==> src/rtl/uart_core_param.sv <==
// uart_core_param: parametrised full-duplex UART core with per-engine baud prescaler.
// Optional parity support is compiled in by defining UART_PARITY_EN.
module uart_core_param #(
    parameter int DATA_BITS  = 8,
    parameter int OVERSAMPLE = 16,
    parameter int STOP_BITS  = 1,
    parameter int DIV_W      = 16
) (
    input  logic                 clk,
    input  logic                 rst_n,
    input  logic [DIV_W-1:0]     baud_div,
    input  logic [1:0]           parity_mode,
    input  logic                 tx_valid,
    input  logic [DATA_BITS-1:0] tx_data,
    output logic                 tx_ready,
    output logic                 tx,
    output logic                 tx_done,
    input  logic                 rx,
    output logic [DATA_BITS-1:0] rx_data,
    output logic                 rx_valid,
    output logic                 rx_frame_err,
    output logic                 rx_parity_err
);
`ifdef UART_PARITY_EN
    localparam bit PAR_BUILD = 1'b1;
`else
    localparam bit PAR_BUILD = 1'b0;
`endif
    localparam int TW = $clog2(OVERSAMPLE);
    localparam int BW = $clog2(DATA_BITS + 1);
    localparam logic [TW-1:0] T_LAST = TW'(OVERSAMPLE - 1);
    localparam logic [TW-1:0] T_MID  = TW'(OVERSAMPLE / 2 - 1);
    localparam logic [BW-1:0] D_LAST = BW'(DATA_BITS - 1);
    localparam logic [BW-1:0] S_LAST = BW'(STOP_BITS - 1);
    typedef enum logic [2:0] {IDLE, START, DATA, PARITY, STOP} state_t;
    logic par_req;
    assign par_req = PAR_BUILD && (parity_mode == 2'b01 || parity_mode == 2'b10);
    state_t tx_st, tx_nx;
    logic [DIV_W-1:0] tx_div, tx_pc;
    logic [TW-1:0] tx_tc;
    logic [BW-1:0] tx_bc;
    logic [DATA_BITS-1:0] tx_sh;
    logic tx_par, tx_pen, tx_tick, tx_bend;
    assign tx_tick = tx_pc == tx_div;
    assign tx_bend = tx_tick && tx_tc == T_LAST;
    always_ff @(posedge clk or negedge rst_n)
        if (!rst_n) tx_st <= IDLE;
        else tx_st <= tx_nx;
    always_comb begin
        tx_nx = tx_st;
        case (tx_st)
            IDLE:    tx_nx = tx_valid ? START : IDLE;
            START:   tx_nx = tx_bend ? DATA : START;
            DATA:    tx_nx = tx_bend && tx_bc == D_LAST ? (tx_pen ? PARITY : STOP) : DATA;
            PARITY:  tx_nx = tx_bend ? STOP : PARITY;
            STOP:    tx_nx = tx_bend && tx_bc == S_LAST ? IDLE : STOP;
            default: tx_nx = IDLE;
        endcase
    end
    always_comb begin
        tx_ready = tx_st == IDLE;
        tx = tx_st == START ? 1'b0 : tx_st == DATA ? tx_sh[0] : tx_st == PARITY ? tx_par : 1'b1;
    end
    // Accept restarts the prescaler phase so every bit is exactly OVERSAMPLE*(div+1) clocks.
    always_ff @(posedge clk or negedge rst_n)
        if (!rst_n) begin
            tx_div <= '0; tx_pc <= '0; tx_tc <= '0; tx_bc <= '0; tx_sh <= '0;
            tx_par <= 1'b0; tx_pen <= 1'b0; tx_done <= 1'b0;
        end else begin
            tx_done <= tx_st == STOP && tx_nx == IDLE;
            if (tx_st == IDLE) begin
                if (tx_valid) begin
                    tx_div <= baud_div; tx_pc <= '0; tx_tc <= '0; tx_bc <= '0; tx_sh <= tx_data;
                    tx_par <= ^tx_data ^ parity_mode[1]; tx_pen <= par_req;
                end
            end else begin
                tx_pc <= tx_tick ? '0 : tx_pc + 1'b1;
                if (tx_tick) tx_tc <= tx_tc == T_LAST ? '0 : tx_tc + 1'b1;
                if (tx_bend) begin
                    tx_bc <= tx_nx != tx_st ? '0 : tx_bc + 1'b1;
                    if (tx_st == DATA) tx_sh <= tx_sh >> 1;
                end
            end
        end
    logic [1:0] rx_sy;
    state_t rx_st, rx_nx;
    logic [DIV_W-1:0] rx_div, rx_pc;
    logic [TW-1:0] rx_tc;
    logic [BW-1:0] rx_bc;
    logic [DATA_BITS-1:0] rx_sh;
    logic rxs, rx_pen, rx_odd, rx_fe, rx_pe, rx_tick, rx_smp, rx_last, fe_now;
    assign rxs = rx_sy[1];
    assign rx_tick = rx_pc == rx_div;
    assign rx_smp = rx_tick && rx_tc == (rx_st == START ? T_MID : T_LAST);
    assign rx_last = rx_st == STOP && rx_smp && rx_bc == S_LAST;
    assign fe_now = rx_fe || !rxs;
    always_ff @(posedge clk or negedge rst_n)
        if (!rst_n) rx_st <= IDLE;
        else rx_st <= rx_nx;
    always_comb begin
        rx_nx = rx_st;
        case (rx_st)
            IDLE:    rx_nx = rxs ? IDLE : START;
            START:   rx_nx = rx_smp ? (rxs ? IDLE : DATA) : START;
            DATA:    rx_nx = rx_smp && rx_bc == D_LAST ? (rx_pen ? PARITY : STOP) : DATA;
            PARITY:  rx_nx = rx_smp ? STOP : PARITY;
            STOP:    rx_nx = rx_last ? IDLE : STOP;
            default: rx_nx = IDLE;
        endcase
    end
    // Configuration is re-latched every idle cycle, so the value at the start edge sticks for the frame.
    always_ff @(posedge clk or negedge rst_n)
        if (!rst_n) begin
            rx_sy <= 2'b11; rx_div <= '0; rx_pc <= '0; rx_tc <= '0; rx_bc <= '0; rx_sh <= '0;
            rx_pen <= 1'b0; rx_odd <= 1'b0; rx_fe <= 1'b0; rx_pe <= 1'b0; rx_data <= '0;
            rx_valid <= 1'b0; rx_frame_err <= 1'b0; rx_parity_err <= 1'b0;
        end else begin
            rx_sy <= {rx_sy[0], rx};
            rx_valid <= rx_last && !fe_now && !rx_pe;
            rx_frame_err <= rx_last && fe_now;
            rx_parity_err <= rx_last && !fe_now && rx_pe;
            if (rx_last && !fe_now) rx_data <= rx_sh;
            if (rx_st == IDLE) begin
                rx_div <= baud_div; rx_pc <= '0; rx_tc <= '0; rx_bc <= '0;
                rx_fe <= 1'b0; rx_pe <= 1'b0; rx_pen <= par_req; rx_odd <= parity_mode[1];
            end else begin
                rx_pc <= rx_tick ? '0 : rx_pc + 1'b1;
                if (rx_tick) rx_tc <= (rx_smp || rx_tc == T_LAST) ? '0 : rx_tc + 1'b1;
                if (rx_smp) begin
                    rx_bc <= rx_nx != rx_st ? '0 : rx_bc + 1'b1;
                    if (rx_st == DATA) rx_sh <= {rxs, rx_sh[DATA_BITS-1:1]};
                    if (rx_st == PARITY) rx_pe <= rxs ^ (^rx_sh) ^ rx_odd;
                    if (rx_st == STOP) rx_fe <= fe_now;
                end
            end
        end
endmodule

==> config.mk <==
export PLATFORM = sky130hd
export DESIGN_NAME = uart_core_param
export DESIGN_NICKNAME = d
export VERILOG_FILES = /design/src/rtl/uart_core_param.sv
export SDC_FILE = /design/constraint.sdc
export NUM_CORES = 1
export LEC_CHECK = 0
export BUFFER_PORTS_ARGS = -buffer_cell sky130_fd_sc_hd__buf_4
export CORE_UTILIZATION = 55
export DETAILED_ROUTE_END_ITERATION = 12
export GPL_ROUTABILITY_DRIVEN = 0
export PLACE_DENSITY_LB_ADDON = 0.05
export SYNTH_ARGS = -nofsm -noshare
export SYNTH_HDL_FRONTEND = slang
export SYNTH_SLANG_ARGS = --single-unit
==> constraint.sdc <==
create_clock -name clk -period 3.8 [get_ports clk]
set_clock_uncertainty 0.15 [all_clocks]
set_input_delay 0.76 -clock clk [delete_from_list [all_inputs] [get_ports clk]]
set_output_delay 0.76 -clock clk [all_outputs]
set_load 0.005 [all_outputs]
==> reports/metrics.yaml <==
synth_adder_area_share: 0.0163
worst_ep_arrival_time_ns: 3.17
wl_met1_um: 5970
synthFlopType: "dfrtp_1"
n_antenna_cell: 0
crit_start: "rx_pc[8]$_DFF_PN0_"
synthXorXnorAreaFrac: 0.0938
io_pins: 44
hold_class: "in2async"
fin_crit_sh: 0.768
vias: 4455
swShare: 0.208
routed_wl_um: 12800
core_um2: 10900
crit_fanout: 22
grtUsageTotal: 0.245
fin_ws_ns: 0.882
met2_length_um: 6250
finalHoldViolations: 0
ctsResizeCount: 0
layoutNonFillerInstCount: 792
grt_max_degree: 83
power.leakage_nw: 3.42
relSlewSlack: 0.440
power_density_nw_per_um2: 440
switchingPower_w: 0.000661
synth_top_family_by_area: "simple AND/OR/NAND/NOR gates"
crit_chain: "xor2_1 -> nor4_1 -> nand4_1 -> buf_4 -> or4_1 -> mux2_4"
grt_pass1_vias: 4392
synth-edff-count: 0
r2r_slack_ns: 0.88
worst_path_max_delay_cell: "or4_1"
rows: 38
htree_levels: 4
cp-end-kind: "flop"
syn_inst: 602
synth_compound_area_frac: 0.0908
p_comb_frac: 0.040
clockBufferDepth: 2
drv_slew: 0
clk_pin_slew_ns: 0.05
grt_pass1_wl_um: 21700
ys.warnings.count: 0
die_y_um: 108
setup_tns_ns: 0
antenna_found_initial: 0
fin_area_um2: 7200
postCtsSetupRepairBufs: 0
worst_slew_pin_slew_ns: 0.840
final_common_cell: "dfrtp_1"
io_buffers: 42
yosysSeqAreaShare: 0.488
outcome: "completed"
max_freq_mhz: 343
p_int_w: 0.00251
async_reset_ff_frac: 1.00
avgSynthCellArea_um2: 10.2
final_cell_mix: "dfrtp_1, nand2_1, buf_4"
required_ns: 4.05
critical_path_class: "reg2reg"
cp_slowest_stage_delay_ns: 0.81
syn2layout_area_growth_pct: 16.9
cts_made_buffers: 17
root_buffer: "clkbuf_8"
clkSinkCount: 120
ant_nets: 0
highest_layer: "met4"
irDropWorstVdd_uv: 351
firstDrtPassIters: 4
insertion_delay_ns: 0.52
wl_met3_um: 469
fin_crit_ns: 2.92
r2r-start: "rx_pc[8]$_DFF_PN0_"
start_util: 0.566
pwr-share-clk: 0.534
pwr-share-seq: 0.425
place_worst_setup_slack_ns: 0.895
rsz0062_at_grt: "no"
place_area_um2: 6560
muxShareOfSynthArea: 0.0861
drc: 0
syn_nets: 640
cts_tree: "done"
cts_hold_buffers: 0
synth_cell_types: 57
die_w_um: 108
critPathLaunchType: "flop"
syn_area_um2: 6160
die_area_um2: 11600
hpwl_um: 8490
via_per_inst: 5.63
drive_gt1_frac: 0.207
synthSimpleGateAreaFrac: 0.190
cap_violations: 0
synth_seq_cells: 120
dp.cells: 760
finalSetupViolations: 0
routedWlPerCell_um: 16.2
drt_iter0_drc: 213
overflow: 0
num-nets-final: 677
-- layer usage --
metal | vias to the layer above | GRT usage
li1 | 2166 | -
met1 | 2194 | 0.330
met2 | 83 | 0.390
met3 | 12 | 0.0642
met4 | 0 | 0.0695
met5 | - | 0
-- path summary, 6_finish.rpt --
path,endpoint,cells after the start
max reg2reg,rx_data[7]$_DFFE_PN0P_,6
max in group asynchronous,rx_sy[1]$_DFF_PN1_,2
min reg2reg,rx_sy[1]$_DFF_PN1_,0
max,rx_data[7]$_DFFE_PN0P_,6
min,rx_valid$_DFF_PN0_,1
min in group clk,rx_sy[0]$_DFF_PN1_,1
-- sequential cells by signal, summed over array words and instances, names as in the netlist, 2 cells and up --
| name | cells |
|---|---|
| tx_div | 16 |
| rx_tc | 4 |
| rx_div | 16 |
| tx_sh | 8 |
| tx_bc | 4 |
| rx_bc | 4 |
| tx_st | 3 |
| rx_st | 3 |
| rx_pc | 16 |
| tx_tc | 4 |
| rx_sh | 8 |
| rx_data | 8 |
| tx_pc | 16 |
| rx_sy | 2 |
-- cells in the mapped netlist (12+ instances only) --
master / n / share of area
a31oi_1: 17 / 0.017
clkbuf_1: 22 / 0.013
dfrtp_1: 118 / 0.48
inv_1: 15 / 0.0091
mux2_2: 24 / 0.044
mux2_4: 16 / 0.039
nand2_1: 103 / 0.063
nand2b_1: 12 / 0.012
nand3_1: 17 / 0.014
nor2_1: 36 / 0.022
nor4_1: 13 / 0.013
xnor2_1: 23 / 0.033
xor2_1: 43 / 0.061
-- worst max-delay path: cells and delay by family, from the launching register on --
| family | cells | cell delay [ns] |
|---|---|---|
| and+or+nand+nor | 3 | 1.42 |
| DFF | 1 | 0.44 |
| muxes | 1 | 0.39 |
| buffers and inverters | 1 | 0.23 |
| xor gates and xnor gates | 1 | 0.16 |
-- metrics by stage --
stage | util | hold slack (ns) | total power [W]
5_1_grt | 0.661 | 0.0873 | 0.00328
4_1_cts | 0.661 | 0.0676 | 0.00320
6_report | 0.661 | 0.0590 | 0.00317
2_1_floorplan | - | 0.195 | 0.00142
3_5_place_dp | 0.603 | 0.199 | 0.00150
3_3_place_gp | 0.603 | 0.197 | 0.00150
-- area by class of cell --
cell class	instances	area [µm²]
fill	869	3690
sequential	120	3010
multi-input combinational	435	2940
clock buffer	26	528
timing repair buffer	49	380
tap	140	175
clock inverter	6	108
inverter	16	60.1
-- power by group through the flow --
stage / Sequential (W) / Clock, W / Combinational (W)
floorplan: 0.00136 / 0 / 0.0000639
global placement: 0.00137 / 0 / 0.000127
detailed placement: 0.00137 / 0 / 0.000131
CTS: 0.00135 / 0.00172 / 0.000132
global route: 0.00135 / 0.00178 / 0.000147
finish: 0.00135 / 0.00169 / 0.000128
-- cell families after synthesis --
group | Yosys count
xor gates and xnor gates | 66
DFF | 120
muxes | 42
buffers and inverters | 47
AOI/OAI and AO/OA | 78
and+or+nand+nor | 241
adders and majority gates | 8
Power figures use the tool's default switching activity.
